**config.mk**
```make
export PLATFORM = sky130hd
export DESIGN_NAME = dispense_timer
export DESIGN_NICKNAME = d
export VERILOG_FILES = /design/src/rtl/dispense_timer.sv
export SDC_FILE = /design/constraint.sdc
export NUM_CORES = 1
export LEC_CHECK = 0
export BUFFER_PORTS_ARGS = -buffer_cell sky130_fd_sc_hd__buf_2
export CELL_PAD_IN_SITES_DETAIL_PLACEMENT = 1
export CELL_PAD_IN_SITES_GLOBAL_PLACEMENT = 1
export CORE_UTILIZATION = 39
export CTS_CLUSTER_DIAMETER = 200
export DETAILED_ROUTE_END_ITERATION = 12
export GPL_ROUTABILITY_DRIVEN = 0
export PLACE_DENSITY = 0.8
export RECOVER_POWER = 100
export SYNTH_ARGS = -nofsm -noshare
export SYNTH_HDL_FRONTEND = slang
export SYNTH_SLANG_ARGS = --single-unit
```
**constraint.sdc**
```tcl
create_clock -name clk -period 2.5 [get_ports clk]
set_input_delay 0.375 -clock clk [delete_from_list [all_inputs] [get_ports clk]]
set_output_delay 0.375 -clock clk [all_outputs]
set_load 0.02 [all_outputs]
```
**src/rtl/dispense_timer.sv**
```systemverilog
// Ingredient dispense timer: opens one valve for a per-ingredient number of
// time units on each start command and pulses t_expired when the time runs out.
module dispense_timer #(
  parameter int CLK_DIV   = 50000000,
  parameter int PRESC_W   = 26,
  parameter int CNT_W     = 8,
  parameter int DUR_AGUA  = 10,
  parameter int DUR_CAFE  = 5,
  parameter int DUR_MILK  = 4,
  parameter int DUR_CHOCO = 3,
  parameter int DUR_AZUC  = 2
) (
  input  logic             clk,
  input  logic             reset,
  input  logic             start_timer,
  input  logic [2:0]       ing_type,
  input  logic             abort,
  output logic [4:0]       valve,
  output logic             busy,
  output logic             t_expired,
  output logic [CNT_W-1:0] remaining,
  output logic             err,
  output logic             ovr
);

  typedef enum logic [1:0] {
    ST_IDLE = 2'd0,
    ST_RUN  = 2'd1,
    ST_DONE = 2'd2
  } state_t;

  state_t             state_r;
  state_t             state_s;
  logic               start_prev_r;
  logic [PRESC_W-1:0] presc_r;
  logic [PRESC_W-1:0] presc_s;
  logic [4:0]         valve_s;
  logic               busy_s;
  logic               t_expired_s;
  logic [CNT_W-1:0]   remaining_s;
  logic               err_s;
  logic               ovr_s;
  logic               start_edge_s;
  logic               code_valid_s;
  logic [CNT_W-1:0]   code_dur_s;
  logic               tick_s;

  function automatic logic [4:0] valve_of(input logic [2:0] code);
    logic [4:0] v;
    case (code)
      3'd0:    v = 5'b10000;
      3'd1:    v = 5'b01000;
      3'd2:    v = 5'b00100;
      3'd3:    v = 5'b00010;
      3'd4:    v = 5'b00001;
      default: v = 5'b00000;
    endcase
    return v;
  endfunction

  function automatic logic [CNT_W-1:0] dur_of(input logic [2:0] code);
    logic [CNT_W-1:0] d;
    case (code)
      3'd0:    d = CNT_W'(DUR_AGUA);
      3'd1:    d = CNT_W'(DUR_CAFE);
      3'd2:    d = CNT_W'(DUR_MILK);
      3'd3:    d = CNT_W'(DUR_CHOCO);
      3'd4:    d = CNT_W'(DUR_AZUC);
      default: d = {CNT_W{1'b0}};
    endcase
    return d;
  endfunction

  assign start_edge_s = start_timer & ~start_prev_r;
  assign code_valid_s = (ing_type <= 3'd4);
  assign code_dur_s   = dur_of(ing_type);
  assign tick_s       = (presc_r == PRESC_W'(CLK_DIV - 1));

  // Next-state and next-output decode; abort has priority inside RUN.
  always_comb begin
    state_s     = state_r;
    presc_s     = presc_r;
    valve_s     = valve;
    busy_s      = busy;
    t_expired_s = 1'b0;
    remaining_s = remaining;
    err_s       = err;
    ovr_s       = ovr;
    case (state_r)
      ST_IDLE, ST_DONE: begin
        if (start_edge_s) begin
          if (!code_valid_s) begin
            err_s   = 1'b1;
            state_s = ST_IDLE;
          end else if (code_dur_s == {CNT_W{1'b0}}) begin
            t_expired_s = 1'b1;
            state_s     = ST_DONE;
          end else begin
            remaining_s = code_dur_s;
            presc_s     = {PRESC_W{1'b0}};
            valve_s     = valve_of(ing_type);
            busy_s      = 1'b1;
            state_s     = ST_RUN;
          end
        end else begin
          state_s = ST_IDLE;
        end
      end
      ST_RUN: begin
        if (start_edge_s) begin
          ovr_s = 1'b1;
        end else begin
          ovr_s = ovr;
        end
        if (abort) begin
          valve_s     = 5'b00000;
          busy_s      = 1'b0;
          remaining_s = {CNT_W{1'b0}};
          presc_s     = {PRESC_W{1'b0}};
          state_s     = ST_IDLE;
        end else if (tick_s) begin
          presc_s = {PRESC_W{1'b0}};
          // remaining is always >= 1 in RUN; the guard keeps it from wrapping
          if (remaining <= CNT_W'(1)) begin
            remaining_s = {CNT_W{1'b0}};
            valve_s     = 5'b00000;
            busy_s      = 1'b0;
            t_expired_s = 1'b1;
            state_s     = ST_DONE;
          end else begin
            remaining_s = remaining - CNT_W'(1);
          end
        end else begin
          presc_s = presc_r + PRESC_W'(1);
        end
      end
      default: begin
        state_s     = ST_IDLE;
        presc_s     = {PRESC_W{1'b0}};
        valve_s     = 5'b00000;
        busy_s      = 1'b0;
        remaining_s = {CNT_W{1'b0}};
      end
    endcase
  end

  // State, edge-detector and registered outputs with synchronous reset.
  always_ff @(posedge clk) begin
    if (reset) begin
      state_r      <= ST_IDLE;
      start_prev_r <= 1'b0;
      presc_r      <= {PRESC_W{1'b0}};
      valve        <= 5'b00000;
      busy         <= 1'b0;
      t_expired    <= 1'b0;
      remaining    <= {CNT_W{1'b0}};
      err          <= 1'b0;
      ovr          <= 1'b0;
    end else begin
      state_r      <= state_s;
      start_prev_r <= start_timer;
      presc_r      <= presc_s;
      valve        <= valve_s;
      busy         <= busy_s;
      t_expired    <= t_expired_s;
      remaining    <= remaining_s;
      err          <= err_s;
      ovr          <= ovr_s;
    end
  end

endmodule

```
**After elaboration in Yosys (flattened, before gate mapping)**

Index checks and enable logic that the tools add are counted.

- Add/sub/neg operators: 2
- $lt $le $gt $ge: 2
- Eq/ne operators: 12
- Muxes and demuxes: 43
- Bitwise gates (word level): 3
- Reduce and logical (&&, ||, !) cells: 10

Operators with widths:

| operator | number |
|---|---|
| two-way mux 26 bit | 5 |
| one-hot mux 26 bit (2 select lines) | 1 |
| two-way mux 8 bit | 6 |
| two-way mux 5 bit | 6 |
| adder 26 x 1 -> 26 bit, second input constant | 1 |
| equality test 26 bit, second input constant | 1 |
| one-hot mux 5 bit (5 select lines) | 1 |
| one-hot mux 4 bit (5 select lines) | 1 |
| one-hot mux 8 bit (2 select lines) | 1 |
| two-way mux 1 bit | 12 |
| two-way mux 2 bit | 6 |
| one-hot mux 5 bit (2 select lines) | 1 |
| less-or-equal comparator 8 x 1 -> 1 bit, second input constant | 1 |
| zero test 8 bit | 1 |
| subtractor 8 x 1 -> 8 bit, second input constant | 1 |
| equality test 3 x 2 -> 1 bit, second input constant | 2 |
| != test 2 bit, second input constant | 3 |
| != test 3 bit, second input constant | 2 |
| AND reduction 3 bit | 2 |
| AND reduction 5 bit | 1 |
| one-hot mux 1 bit (2 select lines) | 2 |
| one-hot mux 2 bit (2 select lines) | 1 |
| AND reduction 2 bit | 2 |
| AND reduction 4 bit | 1 |
| other kinds (10) | 11 |

- Flip-flop bits (word level): 46
- Output and inout port bits: 17

**Depth between registers and ports, before layout**

Gate-level depths: netlist (run 1).

- Word-level depth: 7
- Mapped depth: 7
- Depth with buffers taken out: 7

**Worst setup path after synthesis (run 1)**

Ideal clock, no wire load.

- Path type: reg-to-reg
- Start: register remaining[2]
- End: register valve[1]
- Arrival: 2536 ps
- Data required time: 2379 ps
- Path slack: -157 ps
- Cell stages (with the launch flop): 6
- Period minus slack after synthesis: 2657 ps
- Cells stage by stage: dfxtp_1 or4_4 or4_1 or4_4 a21o_1 mux2_4

- Word-level cells in the longest chain between the ends: 3

Ends and longest elaborated chain:

| item | RTL line | source |
|---|---|---|
| from (decl) | 21 | `output logic [CNT_W-1:0] remaining,` |
| from (signal assigned) | 156 | `remaining <= {CNT_W{1'b0}};` |
| from (signal assigned) | 166 | `remaining <= remaining_s;` |
| less-or-equal comparator 8 x 1 -> 1 bit | 124 | `if (remaining <= CNT_W'(1)) begin` |
| != test 3 bit (no line) | -- |  |
| AND reduction 5 bit (no line) | -- |  |
| to (signal assigned) | 163 | `valve <= valve_s;` |
| to (decl) | 18 | `output logic [4:0] valve,` |

Every way passes these cells.
A chain may end at the register's enable or synchronous reset.

**Worst setup path in the final report (run 1)**

- Start: register remaining[3]
- End: register valve[1]

Same word-level chain as after synthesis.

==> summary.md, run 1 <==
| Metric | Value |
|---|---|
| Outcome | `completed` |
| CTS Sinks | `46` |
| Syn nets | `281` |
| Crit path capture type | `flop` |
| Cells along the critical path | `or4_4 -> or4_4 -> or4_4 -> a21o_4 -> mux2_4` |
| WL final | `5910 um` |
| EDFF count, synth | `0` |
| Crit path time final | `2470 ps` |
| Ys async rst share | `0%` |
| Core area | `5540 um2` |
| Most common cell after layout, fill and taps aside | `dfxtp_1` |
| Least-Margin Pin Slew | `1210 ps` |
| DIE HEIGHT | `78.0 um` |
| Crit path kind | `flop to flop` |
| Worst-path fanout max | `4` |
| Fin. max-slew vios | `0` |
| Rel. slew slack | `19.5%` |
| Fin util | `47.9%` |
| DP Wirelength | `4230 um` |
| Yosys cell types | `41` |
| Leakage power total | `0.941 nW` |
| DR pass1 iterations | `4` |
| Final hold viol count | `0` |
| Critical Path Source Type | `flop` |
| Worst r2r src | `remaining[3]$_SDFFE_PP0P_` |
| Slowest stage delay, CP | `530 ps` |
| Yosys warnings | `0` |
| Port bufs | `23` |
| Cell-internal power | `1.14 mW` |
| Die Footprint | `6080 um2` |
| H-Tree Depth | `2` |
| Final setup violation count | `0` |
| Fin cells | `379` |
| Crit path top cell by count | `or4_4` |
| NumNets Final | `316` |
| Die X | `78.0 um` |
| Worst-Skew Late Latency | `300 ps` |
| Switching power | `0.421 mW` |
| Hold Buf Count CTS | `0` |
| Crit-path leading delay family | `simple AND/OR/NAND/NOR gates` |
| Reg2reg path depth | `5` |
| WHS | `298 ps` |
| Most used DFF post-synth | `dfxtp_1` |
| Area Growth Syn to Fin | `17.9%` |
| Min-delay src | `start_timer` |
| Max Clock Skew | `6.52 ps` |
| Post-route ant nets | `0` |
| Worst hold endpoint | `start_prev_r$_SDFF_PP0_` |
| CP arrival | `2670 ps` |
| Share of layout cells above drive strength 1 | `13.0%` |
| Peak supply drop | `0.292 mV` |
| Clk root buf | `clkbuf_8` |
| Top Ports | `24` |
| Via count | `2111` |
| Worst endpoint required time | `2700 ps` |
| Sequential Power Share | `48.9%` |
| Comb power frac | `14.8%` |
| Worst path bufs/invs | `0` |
| Vias in the first global route | `2079` |
| # DRC | `0` |
| Fin crit share | `98.8%` |
| Worst hold path class | `input pin to flop` |
| Setup slack, reg-to-reg | `30 ps` |
| Crit Reg-Reg Endpoint | `valve[1]$_SDFFE_PP0P_` |
| Switching fraction of total power | `27.0%` |
| Critical path's slowest cell | `or4_4` |
| Post-DP Area | `2560 um2` |
| First-pass GRT wire length | `9830 um` |
| CTS tree | `built` |
| Pwr/cell area | `588 nW/um2` |
| Reg clk slew, reported paths | `90 ps` |
| Routed length per instance | `15.6 um` |
| Register area share after synthesis | `40.9%` |
| Share of power burned in the clock network | `36.3%` |
| Vias/cell | `5.57` |
| Largest net degree at the start of global routing | `29` |
| Diode count | `0` |
| DR iter-0 viols | `91` |
| #FFs+latches synth | `46` |
| Filler cells | `701` |
| Total CTS buffers | `5` |
| Gate Count Post-Synth | `271` |
| Starting Density | `40.7%` |
| Max-cap viol count | `0` |
| Most frequent cells in the layout | `dfxtp_1, nor2_1, clkbuf_1, nand3_1, a21oi_1` |
| Initial antenna violation count | `0` |
| RSZ-0062 raised after global routing | `yes` |
| Rows | `27` |
| Total gr overflow | `0` |
| Clock tree buffer depth | `2` |
| Hold path cells | `2` |
| Placed insts | `370` |
| Design area | `2660 um2` |
| F_max | `405 MHz` |
| Tot GR Track Use | `20.4%` |
| Avg Cell Area, Syn | `8.31 um2` |
| Syn Std Cell Area | `2250 um2` |
[state kept, by name (all words and copies together) (netlist names)]
signal	cells
busy	1
presc_r	26
valve	5
remaining	8
err	1
ovr	1
start_prev_r	1
state_r	2
t_expired	1
[power by group through the flow]
stage | registers, mW | clock network [mW] | logic (mW)
final | 0.764 | 0.566 | 0.231
after global routing | 0.766 | 0.605 | 0.255
after floorplan | 0.794 | 0 | 0.128
after detailed placement | 0.781 | 0 | 0.233
after CTS | 0.764 | 0.579 | 0.235
after global placement | 0.780 | 0 | 0.226
[metal layers]
metal	global-route usage (%)	vias to the layer above	wire length [um]
met2	35.0	29	2860
met5	0	-	0
met1	25.7	1033	2800
met4	5.74	0	62
li1	-	1042	-
met3	4.35	7	179
[per-stage QoR]
step           setup WS [ps]  total power [mW]  TNS, ps
2_1_floorplan           24.7             0.922        0
3_3_place_gp            74.2              1.01        0
3_5_place_dp            9.93              1.01        0
4_1_cts                 11.5              1.58        0
5_1_grt                -9.25              1.63    -14.8
6_report                29.4              1.56        0
[synth_stat cells, drive strengths merged (5+ instances only)]
library cell	count	area share, %
or4	6	2.3
inv	8	1.3
xnor2	7	2.7
nand4	13	3.6
dfxtp	46	41
nand2	12	2.0
nor3	13	2.9
nor2b	6	1.7
nand3	16	3.6
xor2	14	5.4
o31ai	5	1.7
o21ai	12	2.7
and3	5	1.4
a21oi	16	3.6
nand2b	5	1.4
clkbuf	10	1.7
nor2	34	5.7
or3	5	1.4
[cells by family (layout without fill, tap and decap cells)]
group	after synthesis	in the layout	share of synthesized area, %
compound gates	48	48	13.1
xor+xnor	21	21	8.17
fa+ha+maj	3	3	1.67
buf+inv	20	56	3.33
flops	46	46	40.9
mux	3	3	1.78
simple gates	130	130	31.1
[worst max path at each step]
stage / from / slack [ps] / end / depth (start not counted)
3_5_place_dp: remaining[2]$_SDFFE_PP0P_ / 10 / valve[1]$_SDFFE_PP0P_ / 5
4_1_cts: remaining[2]$_SDFFE_PP0P_ / 10 / busy$_SDFFE_PP0P_ / 5
6_report: remaining[3]$_SDFFE_PP0P_ / 30 / valve[1]$_SDFFE_PP0P_ / 5
3_3_place_gp: remaining[2]$_SDFFE_PP0P_ / 70 / valve[1]$_SDFFE_PP0P_ / 5
5_1_grt: remaining[3]$_SDFFE_PP0P_ / -9 / valve[1]$_SDFFE_PP0P_ / 5
2_1_floorplan: remaining[2]$_SDFFE_PP0P_ / 20 / valve[1]$_SDFFE_PP0P_ / 5
[layout make-up]
cell class	instances	area (um2)	area share, %
Inverter	8	30.0	1.13
Tap cell	72	90.1	3.39
Timing Repair Buffer	40	226	8.53
Clock buffer	5	68.8	2.59
Clock inverter	3	43.8	1.65
Sequential cell	46	926	34.9
Multi-Input combinational cell	205	1270	47.9
[what timing repair did]
item	4_1_cts	5_1_grt
gates resized for setup	0	3
setup buffers	0	1
hold endpoints to repair	0	0
setup endpoints to repair	1	7
pin swaps	1	4
No activity file was read; power rests on OpenSTA's default activity.
==> run 2, diff against run 1 <==
--- a/config.mk
+++ b/config.mk
@@ -13,7 +13,6 @@
 export DETAILED_ROUTE_END_ITERATION = 12
 export GPL_ROUTABILITY_DRIVEN = 0
 export PLACE_DENSITY = 0.8
-export RECOVER_POWER = 100
 export SYNTH_ARGS = -nofsm -noshare
 export SYNTH_HDL_FRONTEND = slang
 export SYNTH_SLANG_ARGS = --single-unit
==> summary.md, run 2 (same netlist as run 1, synthesis figures left out) <==
| Metric | Value |
|---|---|
| Outcome | `completed` |
| Post-route ant nets | `0 (unchanged)` |
| CTS tree | `built` |
| Initial antenna violation count | `0 (unchanged)` |
| Cell-internal power | `1.15 mW (+0.76%)` |
| Fin cells | `379 (unchanged)` |
| Final worst slack | `30.8 ps (+1.38 ps)` |
| Least-Margin Pin Slew | `505 ps (-702 ps)` |
| Die X | `78.0 um (unchanged)` |
| Power, Total | `1.57 mW (+0.50%)` |
| F_max | `405 MHz (about the same)` |
| Share of layout cells above drive strength 1 | `19.2% (+6.2 points)` |
| Area taken by multi-input logic gates | `1270 um2 (unchanged)` |
| Area Growth Syn to Fin | `19.8%` |
| Fin util | `48.7% (+0.75 points)` |
| Worst setup startpoint | `remaining[3]$_SDFFE_PP0P_` |
| Starting Density | `40.7% (unchanged)` |
| Fin crit share | `98.8% (about the same)` |
| Worst-Skew Late Latency | `300 ps (about the same)` |
| Crit Reg-Reg Endpoint | `valve[1]$_SDFFE_PP0P_` |
| Core area | `5540 um2 (unchanged)` |
| Comb power frac | `15.3% (+0.5 points)` |
| First-pass GRT wire length | `9830 um (unchanged)` |
| Peak supply drop | `0.291 mV (-0.14%)` |
| Reg area | `926 um2 (unchanged)` |
| Setup slack, reg-to-reg | `30 ps (about the same)` |
| Tot GR Track Use | `20.4% (unchanged)` |
| Top Ports | `24 (unchanged)` |
| Worst-path fanout max | `4 (unchanged)` |
| Share of power burned in the clock network | `36.0% (-0.3 points)` |
| Max reg flops | `26 (unchanged)` |
| Fin. max-slew vios | `0 (unchanged)` |
| Rel. slew slack | `66.3% (+47 points)` |
| Hold Buf Count CTS | `0 (unchanged)` |
| DR pass1 iterations | `4 (unchanged)` |
| Most flop-heavy register | `presc_r` |
| Design area | `2700 um2 (+1.6%)` |
| # DRC | `0 (unchanged)` |
| Switching fraction of total power | `26.8% (-0.19 points)` |
| Placed insts | `370 (unchanged)` |
| Worst endpoint required time | `2700 ps (about the same)` |
| Top Registers | `presc_r: 26 flops, remaining: 8 flops, valve: 5 flops` |
| Max Clock Skew | `7.08 ps (+0.560 ps)` |
| Die Footprint | `6080 um2 (unchanged)` |
| Worst hold endpoint | `start_prev_r$_SDFF_PP0_` |
| Clk root buf | `clkbuf_8` |
| Via count | `2129 (+0.85%)` |
| Sequential Power Share | `48.7% (-0.2 points)` |
| DR iter-0 viols | `108 (+19%)` |
| Crit path capture type | `flop` |
| Most frequent cells in the layout | `dfxtp_1, nor2_1, buf_2, nand3_1` |
| Setup TNS Final | `0 ps (unchanged)` |
| Min-delay src | `start_timer` |
| Vias in the first global route | `2079 (unchanged)` |
| Final setup violation count | `0 (unchanged)` |
| DIE HEIGHT | `78.0 um (unchanged)` |
| Critical Path Source Type | `flop` |
| Largest net degree at the start of global routing | `29 (unchanged)` |
| Diode count | `0 (unchanged)` |
| Worst r2r src | `remaining[3]$_SDFFE_PP0P_` |
| WHS | `300 ps (+1.53 ps)` |
| H-Tree Depth | `2 (unchanged)` |
| Worst hold path class | `input pin to flop` |
| Most common cell after layout, fill and taps aside | `dfxtp_1` |
| Vias/cell | `5.62 (+0.85%)` |
| CP arrival | `2670 ps (about the same)` |
| Routed length per instance | `15.5 um (-0.52%)` |
| Total gr overflow | `0 (unchanged)` |
| Pre-CTS setup slack | `9.93 ps (unchanged)` |
| Rows | `27 (unchanged)` |
| Final hold viol count | `0 (unchanged)` |
| Max-cap viol count | `0 (unchanged)` |
| Clock tree buffer depth | `2 (unchanged)` |
| Post-DP Area | `2560 um2 (unchanged)` |
| Port bufs | `23 (unchanged)` |
| Switching power | `0.420 mW (-0.21%)` |
| Crit path kind | `flop to flop` |
| NumNets Final | `316 (unchanged)` |
| WL final | `5880 um (-0.52%)` |
| Reg2reg path depth | `5 (unchanged)` |
| Pwr/cell area | `582 nW/um2 (-1.0%)` |
| RSZ-0062 raised after global routing | `yes` |
| CTS Sinks | `46 (unchanged)` |
| Filler cells | `687 (-2.0%)` |
| Leakage power total | `1.02 nW (+8.9%)` |
| Reg clk slew, reported paths | `90 ps (about the same)` |
| Total CTS buffers | `5 (unchanged)` |
| Hold path cells | `2 (unchanged)` |
| DP Wirelength | `4230 um (unchanged)` |
| Crit path time final | `2470 ps (-1.38 ps)` |
[run 2: cell count changes in the layout (fill, tap and decap cells not counted), sizes merged]
cell | previous run | this run
clkbuf | 25 | 5
buf | 20 | 40
[run 2: area by class of cell]
cell class                 instances  share of cell area, %
tap                               72                   3.34
sequential                        46                   34.3
timing repair buffer              40                   9.93
multi-input combinational        205                   47.1
clock buffer                       5                   2.55
clock inverter                     3                   1.62
inverter                           8                   1.11
[run 2: how the worst max path moves through the flow]
stage,to,slack [ps],cells past startpoint
2_1_floorplan,valve[1]$_SDFFE_PP0P_,20,5
3_3_place_gp,valve[1]$_SDFFE_PP0P_,70,5
3_5_place_dp,valve[1]$_SDFFE_PP0P_,10,5
6_report,valve[1]$_SDFFE_PP0P_,30,5
5_1_grt,valve[1]$_SDFFE_PP0P_,-9,5
4_1_cts,busy$_SDFFE_PP0P_,10,5
[run 2: routing by layer]
| layer | vias to the layer above | global-route usage (%) | routed length (um) |
|---|---|---|---|
| met5 | - | 0 | 0 |
| met4 | 0 | 5.74 | 61 |
| met3 | 6 | 4.35 | 168 |
| met2 | 28 | 35.0 | 2870 |
| met1 | 1054 | 25.7 | 2780 |
| li1 | 1041 | - | - |
[run 2: what timing repair did]
action	in CTS	in global routing
cloned	0	0
resized for setup	0	3
setup buffers	0	1
pin swaps	1	4
setup endpoints to repair	1	7
[run 2: power groups by stage]
| stage | logic, mW | clock network [mW] | registers (mW) |
|---|---|---|---|
| floorplan | 0.128 | 0 | 0.794 |
| finish | 0.241 | 0.565 | 0.763 |
| global placement | 0.226 | 0 | 0.780 |
| detailed placement | 0.233 | 0 | 0.781 |
| CTS | 0.235 | 0.579 | 0.764 |
| global route | 0.265 | 0.605 | 0.766 |
[run 2: worst max-delay path, cell delays in order (launching register included)]
cell     delay (ps)
dfxtp_2         330
or4_4           530
or4_4           420
or4_4           530
a21o_4          260
mux2_4          290
